===== config.mk =====
export PLATFORM = sky130hd
export DESIGN_NAME = rv32i_multicycle_control
export DESIGN_NICKNAME = d
export VERILOG_FILES = /design/src/rtl/rv32i_pkg.sv /design/src/rtl/rv32i_opcode_decode.sv /design/src/rtl/rv32i_multicycle_control.sv
export SDC_FILE = /design/constraint.sdc
export NUM_CORES = 1
export LEC_CHECK = 0
export ABC_AREA = 1
export ABC_CLOCK_PERIOD_IN_PS = 6650
export CAP_MARGIN = 10
export CORE_MARGIN = 2
export CORE_UTILIZATION = 40
export CTS_CLUSTER_DIAMETER = 50
export DETAILED_ROUTE_END_ITERATION = 10
export PLACE_DENSITY_LB_ADDON = 0.08
export SYNTH_ARGS = -nofsm -noshare
export SYNTH_HDL_FRONTEND = slang
export SYNTH_SLANG_ARGS = --single-unit

===== constraint.sdc =====
create_clock -name clk -period 6.65 [get_ports clk]
set_input_delay 0.665 -clock clk [delete_from_list [all_inputs] [get_ports clk]]
set_output_delay 0.665 -clock clk [all_outputs]
set_load 0.005 [all_outputs]

===== src/rtl/rv32i_pkg.sv =====
// Shared definitions for the RV32I multi-cycle control path.
//   - opcode constants (instr[6:0])
//   - controller state encoding
//   - alu_op / wb_sel / pc_src select encodings
//   - op_class_t: one-hot instruction class from the opcode decoder
package rv32i_pkg;

   localparam logic [6:0] OP_R      = 7'b0110011;
   localparam logic [6:0] OP_IMM    = 7'b0010011;
   localparam logic [6:0] OP_LOAD   = 7'b0000011;
   localparam logic [6:0] OP_STORE  = 7'b0100011;
   localparam logic [6:0] OP_BRANCH = 7'b1100011;
   localparam logic [6:0] OP_JAL    = 7'b1101111;
   localparam logic [6:0] OP_JALR   = 7'b1100111;
   localparam logic [6:0] OP_LUI    = 7'b0110111;
   localparam logic [6:0] OP_AUIPC  = 7'b0010111;

   typedef enum logic [2:0] {
      S_FETCH  = 3'd0,
      S_DECODE = 3'd1,
      S_EXEC   = 3'd2,
      S_MEM    = 3'd3,
      S_WB     = 3'd4,
      S_TRAP   = 3'd5
   } state_t;

   localparam logic [1:0] ALU_ADD  = 2'b00;
   localparam logic [1:0] ALU_BR   = 2'b01;
   localparam logic [1:0] ALU_FUNC = 2'b10;

   localparam logic [1:0] WB_ALU = 2'b00;
   localparam logic [1:0] WB_MEM = 2'b01;
   localparam logic [1:0] WB_PC4 = 2'b10;
   localparam logic [1:0] WB_IMM = 2'b11;

   localparam logic [1:0] PC_PLUS4  = 2'b00;
   localparam logic [1:0] PC_BRANCH = 2'b01;
   localparam logic [1:0] PC_JALR   = 2'b10;

   typedef struct packed {
      logic r;
      logic imm;
      logic load;
      logic store;
      logic branch;
      logic jal;
      logic jalr;
      logic lui;
      logic auipc;
   } op_class_t;

endpackage


===== src/rtl/rv32i_opcode_decode.sv =====
// Combinational opcode classifier.
//   opcode : in  instr[6:0]
//   cls    : out one-hot instruction class (all zero when illegal)
//   legal  : out opcode is one of the nine supported RV32I major opcodes
module rv32i_opcode_decode
   import rv32i_pkg::*;
(
   input  logic [6:0] opcode,
   output op_class_t  cls,
   output logic       legal
);

   always_comb begin
      cls = '0;
      case (opcode)
         OP_R:      cls.r      = 1'b1;
         OP_IMM:    cls.imm    = 1'b1;
         OP_LOAD:   cls.load   = 1'b1;
         OP_STORE:  cls.store  = 1'b1;
         OP_BRANCH: cls.branch = 1'b1;
         OP_JAL:    cls.jal    = 1'b1;
         OP_JALR:   cls.jalr   = 1'b1;
         OP_LUI:    cls.lui    = 1'b1;
         OP_AUIPC:  cls.auipc  = 1'b1;
         default:   cls        = '0;
      endcase
   end

   assign legal = |cls;

endmodule


===== src/rtl/rv32i_multicycle_control.sv =====
// Multi-cycle control FSM for the RV32I core.
// Sequences FETCH -> DECODE -> EXEC -> [MEM] -> [WB] over one shared memory
// port and drives the datapath selects. Counts cycles and retired
// instructions, and traps (sticky until reset) on an illegal opcode or a
// memory handshake that waits MEM_TIMEOUT cycles (0 disables the timeout).
// Ports:
//   clk, reset                 clock, synchronous active-high reset
//   instr, branch_taken        IR contents, branch compare result (EXEC)
//   mem_ready                  memory completes the current access
//   mem_req, mem_we, addr_sel  memory port control
//   ir_write                   latch read data into IR
//   imm_opcode                 instr[6:0] to immediate generator
//   alu_src_a/b, alu_op        ALU operand and operation selects
//   reg_write, wb_sel          register-file write strobe and source
//   pc_write, pc_src           PC update strobe and source
//   trap, state_out            fault flag, current state (debug)
//   cycle_count, instret_count free-running counters
module rv32i_multicycle_control
   import rv32i_pkg::*;
#(
   parameter int COUNT_W     = 32,
   parameter int MEM_TIMEOUT = 255
) (
   input  logic               clk,
   input  logic               reset,
   input  logic [31:0]        instr,
   input  logic               branch_taken,
   input  logic               mem_ready,
   output logic               mem_req,
   output logic               mem_we,
   output logic               addr_sel,
   output logic               ir_write,
   output logic [6:0]         imm_opcode,
   output logic               alu_src_a,
   output logic               alu_src_b,
   output logic [1:0]         alu_op,
   output logic               reg_write,
   output logic [1:0]         wb_sel,
   output logic               pc_write,
   output logic [1:0]         pc_src,
   output logic               trap,
   output logic [2:0]         state_out,
   output logic [COUNT_W-1:0] cycle_count,
   output logic [COUNT_W-1:0] instret_count
);

   localparam logic [31:0] TIMEOUT = 32'(MEM_TIMEOUT);

   state_t     state, next;
   op_class_t  cls;
   logic       legal;
   logic [31:0] wait_cnt;
   logic       waiting;
   logic       timeout_hit;
   logic       unused_instr;

   assign unused_instr = ^instr[31:7];

   rv32i_opcode_decode u_dec (
      .opcode (instr[6:0]),
      .cls    (cls),
      .legal  (legal)
   );

   assign imm_opcode = instr[6:0];
   assign state_out  = state;
   assign trap       = (state == S_TRAP);

   // Only FETCH and MEM talk to memory, so they are the only waiting states.
   assign waiting     = ((state == S_FETCH) || (state == S_MEM)) && !mem_ready;
   // Trap on the cycle the counter would reach the limit, so exactly
   // MEM_TIMEOUT unanswered cycles are tolerated before TRAP.
   assign timeout_hit = (MEM_TIMEOUT != 0) && waiting && ((wait_cnt + 32'd1) == TIMEOUT);

   always_ff @(posedge clk) begin
      if (reset) begin
         state         <= S_FETCH;
         wait_cnt      <= '0;
         cycle_count   <= '0;
         instret_count <= '0;
      end else begin
         state       <= next;
         cycle_count <= cycle_count + COUNT_W'(1);
         if (pc_write)
            instret_count <= instret_count + COUNT_W'(1);
         if ((next != state) && ((next == S_FETCH) || (next == S_MEM)))
            wait_cnt <= '0;
         else if (waiting)
            wait_cnt <= wait_cnt + 32'd1;
      end
   end

   always_comb begin
      next      = state;
      mem_req   = 1'b0;
      mem_we    = 1'b0;
      addr_sel  = 1'b0;
      ir_write  = 1'b0;
      alu_src_a = 1'b0;
      alu_src_b = 1'b0;
      alu_op    = ALU_ADD;
      reg_write = 1'b0;
      wb_sel    = WB_ALU;
      pc_write  = 1'b0;
      pc_src    = PC_PLUS4;

      case (state)
         S_FETCH: begin
            mem_req = 1'b1;
            if (mem_ready) begin
               ir_write = 1'b1;
               next     = S_DECODE;
            end
         end
         S_DECODE: next = legal ? S_EXEC : S_TRAP;
         S_EXEC: begin
            next = S_WB;
            if (cls.r) begin
               alu_op = ALU_FUNC;
            end else if (cls.imm) begin
               alu_src_b = 1'b1;
               alu_op    = ALU_FUNC;
            end else if (cls.load || cls.store) begin
               alu_src_b = 1'b1;
               next      = S_MEM;
            end else if (cls.auipc) begin
               alu_src_a = 1'b1;
               alu_src_b = 1'b1;
            end else if (cls.branch) begin
               alu_op   = ALU_BR;
               pc_write = 1'b1;
               pc_src   = branch_taken ? PC_BRANCH : PC_PLUS4;
               next     = S_FETCH;
            end
         end
         S_MEM: begin
            mem_req  = 1'b1;
            addr_sel = 1'b1;
            mem_we   = cls.store;
            if (mem_ready) begin
               if (cls.store) begin
                  pc_write = 1'b1;
                  next     = S_FETCH;
               end else begin
                  next = S_WB;
               end
            end
         end
         S_WB: begin
            reg_write = 1'b1;
            pc_write  = 1'b1;
            next      = S_FETCH;
            if (cls.load)                 wb_sel = WB_MEM;
            else if (cls.jal || cls.jalr) wb_sel = WB_PC4;
            else if (cls.lui)             wb_sel = WB_IMM;
            if (cls.jal)       pc_src = PC_BRANCH;
            else if (cls.jalr) pc_src = PC_JALR;
         end
         S_TRAP:  next = S_TRAP;
         default: next = S_TRAP;
      endcase

      if (timeout_hit)
         next = S_TRAP;

      // Reset beats any state, including a half-finished access.
      if (reset) begin
         mem_req   = 1'b0;
         mem_we    = 1'b0;
         ir_write  = 1'b0;
         reg_write = 1'b0;
         pc_write  = 1'b0;
      end
   end

endmodule


==> metrics <==
result of the run=completed; vias after detailed routing=5791; core region area=about 14000 um2; total global routing track utilization=19.55%; Primary FF master, synth=dfxtp_1; top cells by area, synth=dfxtp_1, nand2_1, nor2_1, inv_1, nand3_1; first-pass GRT wire length=approximately 25000 um; kind of end point of the critical path=output pin; Vias per Instance=4.810; cell taking the most area after synthesis=dfxtp_1; first drt pass iteration count=4; Hold Fails Final Rpt=0; worst-path cell chain=clkdlybuf4s50_1 -> nor3_1 -> nand2_1 -> nor2_1 -> nand2_1 -> nor2_1 -> o21ai_0 -> nand2_2 -> clkdlybuf4s50_1; pin slew with the least headroom to its limit=0.9458 ns; CP Buf/Inv Count=2; Ys Warns=0; buffer depth of the longest clock path=2; post-synth net total=966; Clock Pin Slew Worst Setup and Hold Paths=about 0.080 ns; synthesized instance count=926; antenna violations before repair=0; Layout Nets=1055; top cell type's share of synthesized area=34.11%; setup tns final=0 ns; starting utilization of the core area=40.44%; period utilisation layout=between 50% and 60%; share of async-settable or async-resettable flops after synthesis=0%; max-cap violation count=0; number of global-route vias before repair=between 5000 and 6000; share of cells above drive strength 1=5.588%; kind of cell with the highest combined delay on the critical path=simple AND/OR/NAND/NOR gates; Worst Setup SP=instr[3]; critical setup path kind=input port to output pin; number of buffers created by CTS=9; number of input and output port buffers inserted=99; number of instances resized during post-cts repair=0; row cnt=44; final antenna-violating net count=0; number of filler instances in the final layout=1531; slowest cell on the critical path=clkdlybuf4s50_1; chip height=approximately 120 um; Pins Over Slew Limit=0; total setup buffers inserted after CTS=0; arrival time of the worst setup path=3.21 ns; peak ir drop on the vdd network=0.1275 mV; sequential element share of the synthesized area=34.11%; library cells used by synthesis=39; io pins=roughly 130; CTS tree=built; diodes inserted=0; residual overflow from global routing=0; post-synthesis instance area=5811 um2; Max Clk Rate=around 260 MHz; clock root buffer=clkbuf_16; Hold Slack=0.4726 ns; launch instance of the worst register-to-register path=wait_cnt[1]$_SDFFE_PP0P_; Sinks on Clock Net=99; GPL Wtd Cong=0.8317; detailed router's first-iteration violation count=about 320; half-perimeter wire length after placement=11150 um; # hold bufs at CTS=0; Largest stage delay, worst path=about 0.57 ns; worst min path class=flop to flop; area enclosed by the die boundary=15510 um2; CTS H-tree depth=3; worst setup skew after layout=0.009288 ns; FF+latch count, synth=99; post-route DRC violation count=0; overall routed net length=15110 um; setup repair after global routing missed its margin=no; average routed wire per standard cell=12.55 um; type of origin of the critical path=input port; Worst Path Required=5.98 ns; fin worst setup slack=2.778 ns; Die W=124.5 um; Static Leak=2.700 nW; Crit Path Max Fanout=17; Post-synth EDFFs=0; final critical path time including I/O delays and setup=3.872 ns; clock latency at the later pin of the worst-skew pair=0.36 ns; source of the worst hold timing path=instret_count[31]$_SDFFE_PP0P_; average instance area after synthesis=6.275 um2; total power density per cell area=198.5 nW/um2; setup slack after placement=between 2 and 3 ns; pin count of the biggest net entering global routing=40; endpoints failing setup=0; worst slew margin relative to its limit=36.80%; signed area change from the synthesized netlist to the final layout=24.18%
==> power breakdown <==
part           switching, mW  internal, mW  leakage, nW  total, mW
clock network          0.261         0.276        0.146      0.537
registers             0.0440         0.628        0.804      0.672
logic                  0.138        0.0850         1.75      0.223
total                  0.443         0.989         2.70       1.43
==> cell families after synthesis <==
| kind of cell | after synthesis | synth area share, % |
|---|---|---|
| flops | 99 | 34.11 |
| simple gates | 553 | 42.61 |
| compound gates | 117 | 10.83 |
| fa+ha+maj | 4 | 0.8614 |
| buf+inv | 144 | 10.23 |
| xor+xnor | 9 | 1.357 |
==> tightest hold or removal path, stage by stage (launching register included) <==
cell,delay (ns)
dfxtp_1,0.31
inv_1,0.06
a21oi_1,0.06
==> sequential cells by signal, indices dropped and copies added, names as in the netlist <==
| register | flops |
|---|---|
| cycle_count | 32 |
| wait_cnt | 32 |
| instret_count | 32 |
| state_out | 3 |
==> metal layers <==
metal | routed length, um | track usage, % | up-vias
met2 | 6940 | 32.50 | 86
li1 | - | - | 3150
met4 | 124 | 4.230 | 0
met3 | 736 | 5.326 | 10
met5 | 0 | 0 | -
met1 | 7309 | 25.42 | 2545
==> cell type report <==
type                       instances  area (um2)  share of cell area, %
multi-input combinational        683        3237                  44.86
clock inverter                     6       63.81                 0.8843
tap                              184       230.2                  3.191
timing repair buffer             102        1013                  14.05
inverter                         120       450.4                  6.242
sequential                        99        1982                  27.47
clock buffer                      10       239.0                  3.312
==> stage by stage <==
| stage | cells | util (%) | cell area, um2 | total power, mW |
|---|---|---|---|---|
| after CTS | 1204 | 50.22 | 7216 | 1.454 |
| final | 1204 | 50.22 | 7216 | 1.432 |
| after global placement | 1188 | 48.11 | 6913 | 0.9074 |
| after detailed placement | 1188 | 48.11 | 6913 | 0.9099 |
| after floorplan | 926 | - | 5811 | 0.8465 |
| after global routing | 1204 | 50.22 | 7216 | 1.515 |
==> Yosys cell counts (all sizes together) (6+ instances only) <==
| cell | instances |
|---|---|
| dfxtp | 99 |
| nor3b | 7 |
| nand3b | 6 |
| buf | 12 |
| a21oi | 38 |
| nor3 | 36 |
| xor2 | 8 |
| o21ai | 63 |
| nor2 | 175 |
| inv | 119 |
| nand4 | 15 |
| nand3 | 69 |
| nand2 | 238 |
| clkbuf | 12 |
==> final timing paths <==
| check | end | slack (ns) | depth (start not counted) |
|---|---|---|---|
| max | pc_write | 2.78 | 9 |
| min | instret_count[31]$_SDFFE_PP0P_ | 0.47 | 2 |
| max reg2reg | wait_cnt[28]$_SDFFE_PP0P_ | 3.53 | 18 |
| min reg2reg | instret_count[31]$_SDFFE_PP0P_ | 0.47 | 2 |
==> placed cells by master (no fill, tap or decap), drive strengths merged, types with 6 or more instances in the layout <==
cell type	instances
nand3	69
o21ai	63
dfxtp	99
nand4	15
nor2	175
a21oi	38
nand3b	6
xor2	8
nor3b	7
nor3	36
inv	123
nand2	238
clkbuf	10
clkdlybuf4s50	99
(Power assumes the default switching activity.)
==> patch, RTL diff (same flow settings) <==
Change the parameter `COUNT_W` from 32 to 16.
--- a/src/rtl/rv32i_multicycle_control.sv
+++ b/src/rtl/rv32i_multicycle_control.sv
@@ -18,7 +18,7 @@
 module rv32i_multicycle_control
    import rv32i_pkg::*;
 #(
-   parameter int COUNT_W     = 32,
+   parameter int COUNT_W     = 16,
    parameter int MEM_TIMEOUT = 255
 ) (
    input  logic               clk,
Ports: changed (resized cycle_count and instret_count); port bits go from 125 to 93. The function was not compared with the original's and may differ.
==> patch against the original RTL <==
  * Worst setup slack better by 0.20 ns
  * Final area is 27% lower
  * Area after synthesis is 26% lower
  * Synthesized cell count is 25% lower
  * Routed wire length is 28% lower
  * Total power is 22% lower
  * Sequential cell count is 32 lower
  * Combinational power is 9.0% higher
  * Sequential share of layout area is 1.9 points lower
  * Critical path type unchanged
  * Largest power group unchanged
==> patch: results (changes against the original RTL) <==
----------------------------------------------------
[Outcome]
  Outcome ... finished clean

[Clock network]
  Clock edge transition at the registers on the reported setup and hold paths ... 0.08 ns (about the same)
  Clock root buffer ... clkbuf_8
  Count of instances resized after the clock tree is built ... 0 (unchanged)
  Post-CTS Setup Repair Bufs ... 0 (unchanged)
  H-tree depth reported by CTS ... 3 (unchanged)
  Buffers from clock root to sink, at most ... 2 (unchanged)
  Number of buffers added by the clock tree synthesis step ... 9 (unchanged)
  Clock latency on the worst-skew pair ... about 0.35 ns
  Count of hold buffers inserted by post-cts repair ... 0 (unchanged)

[Synth]
  Xor/xnor share of the synthesized area ... 0.6098% (-0.75 points)
  Complex-gate fraction of the synthesized area ... 16.61% (+5.8 points)
  Ys Warns ... 0 (unchanged)
  Distinct cell type count after synthesis ... 34 (-13%)
  Syn Nets ... 732 (-24%)
  Synth top area cells ... dfxtp_1, nand2_1, inv_1
  Commonest cells in the netlist ... nand2_1, inv_1, nor2_1, dfxtp_1, o21ai_0
  Share of synthesized cell area in full adder, half adder and majority cells ... 1.161% (+0.30 points)
  Async SR Flop Fraction ... 0% (unchanged)
  Multiplexer share of the synthesized area ... 0% (unchanged)
  Sequential element share of the synthesized area ... 31.13% (-3.0 points)

[GRT]
  GRT Overall Usage ... 19.98% (+0.43 points)
  Maximum number of pins on one net before global-route repair ... 42 (+5.0%)
  Global-route wire length before repair ... 19.02 mm (-25%)
  Number of antenna violations at the first check in global routing ... 0 (unchanged)
  Via count of the first global-routing pass ... 4165 (-22%)
  Leftover overflow at the end of global routing ... 0 (unchanged)

[STA]
  Worst-case clock skew ... 0.01645 ns (+0.007160 ns)
  Relative slew margins ... 28.04% (-8.8 points)
  Count of final setup violators ... 0 (unchanged)

[Setup path]
  Largest fanout on the critical path ... 21 (+4)
  Data arrival time at the worst-slack endpoint ... 3.00 ns (-0.21 ns)

[Cells and area]
  Antenna cell count ... 0 (unchanged)
  NumNets Final ... 788 (-25%)
  Share of post-route cells with drive strength above 1 ... 8.234% (+2.6 points)
  Largest registers ranked by flip-flop count ... wait_cnt: 32 flops, cycle_count: 16 flops, instret_count: 16 flops

[Detailed routing]
  Detailed router's first-iteration violation count ... 241 (-23%)
  Via count ... 4390 (-24%)
  Wirelength, routed ... 10.83 mm (-28%)
  First-pass iteration count of the detailed router ... 5 (+1)

[Place]
  GPL Wtd Cong ... 0.8556 (+2.9%)
  HPWL after DPL ... 8.020 mm (-28%)
  Port-buffer cells ... 67 (-32%)

[Power]
  Worst supply voltage drop on vdd ... 0.1216 mV (-4.6%)
  Static power due to leakage ... 2.052 nW (-24%)

[Hold path]
  Path type of the worst min-delay path ... reg2reg

----------------------------------------------------
patch: cell count changes in the layout (fill, tap and decap cells not counted), sizes merged, moves of 4 or more:
cell,change
a21oi,+19
clkdlybuf4s50,-32
dfxtp,-32
inv,-23
nand2,-38
nand3,-24
nor2,-78
nor3,-18
nor3b,-4
o21ai,-14
xor2,-6
patch: worst paths after layout:
check	to	start	depth (start not counted)	slack (ns)
worst max-delay path	pc_write	reset	5	2.98
worst min-delay path	cycle_count[15]$_SDFF_PP0_	cycle_count[15]$_SDFF_PP0_	2	0.46
worst max register to register	wait_cnt[25]$_SDFFE_PP0P_	wait_cnt[1]$_SDFFE_PP0P_	15	3.55
worst min register to register	cycle_count[15]$_SDFF_PP0_	cycle_count[15]$_SDFF_PP0_	2	0.46
patch: layer usage:
layer / track usage, % / wire, um / share of wire, % / up-vias
met5: 0 / 0 / 0 / -
met4: 5.678 / 111 / 1.0 / 0
met3: 4.479 / 521 / 4.8 / 8
met2: 32.79 / 5012 / 46 / 79
met1: 26.22 / 5182 / 48 / 1980
li1: - / - / - / 2323
patch: cells by family after synthesis:
family	Yosys count
xor gates and xnor gates	3
and+or+nand+nor	383
adders and majority gates	4
buffers and inverters	119
AOI/OAI and AO/OA	116
DFF	67
patch: critical path: stages:
cell,delay (ns)
clkdlybuf4s50_1,0.82
inv_1,0.74
nand2_1,0.15
inv_1,0.11
clkdlybuf4s50_1,0.50
patch: power by group:
| group | total (mW) | internal [mW] | switching (mW) |
|---|---|---|---|
| sequential | 0.481 | 0.439 | 0.0420 |
| clock | 0.399 | 0.218 | 0.181 |
| combinational | 0.243 | 0.0905 | 0.152 |
| total | 1.12 | 0.748 | 0.375 |
patch: layout make-up:
class / instances / area [um2]
Fill cell: 1072 / 5129
Multi-Input combinational cell: 506 / 2461
Sequential cell: 67 / 1341
Timing Repair Buffer: 68 / 678.2
Inverter: 96 / 360.3
Tap cell: 136 / 170.2
Clock buffer: 9 / 123.9
Clock inverter: 7 / 106.4
patch: through the flow:
| step | util [%] | setup WS [ns] | std cells | area (um2) | hold slack, ns |
|---|---|---|---|---|---|
| 3_3_place_gp | 48.32 | 2.904 | 873 | 5011 | 0.4453 |
| 3_5_place_dp | 48.32 | 2.948 | 873 | 5011 | 0.4532 |
| 6_report | 50.54 | 2.981 | 889 | 5241 | 0.4640 |
| 2_1_floorplan | - | 4.440 | 692 | 4309 | 0.4438 |
| 5_1_grt | 50.54 | 2.734 | 889 | 5241 | 0.5109 |
| 4_1_cts | 50.54 | 2.931 | 889 | 5241 | 0.4651 |
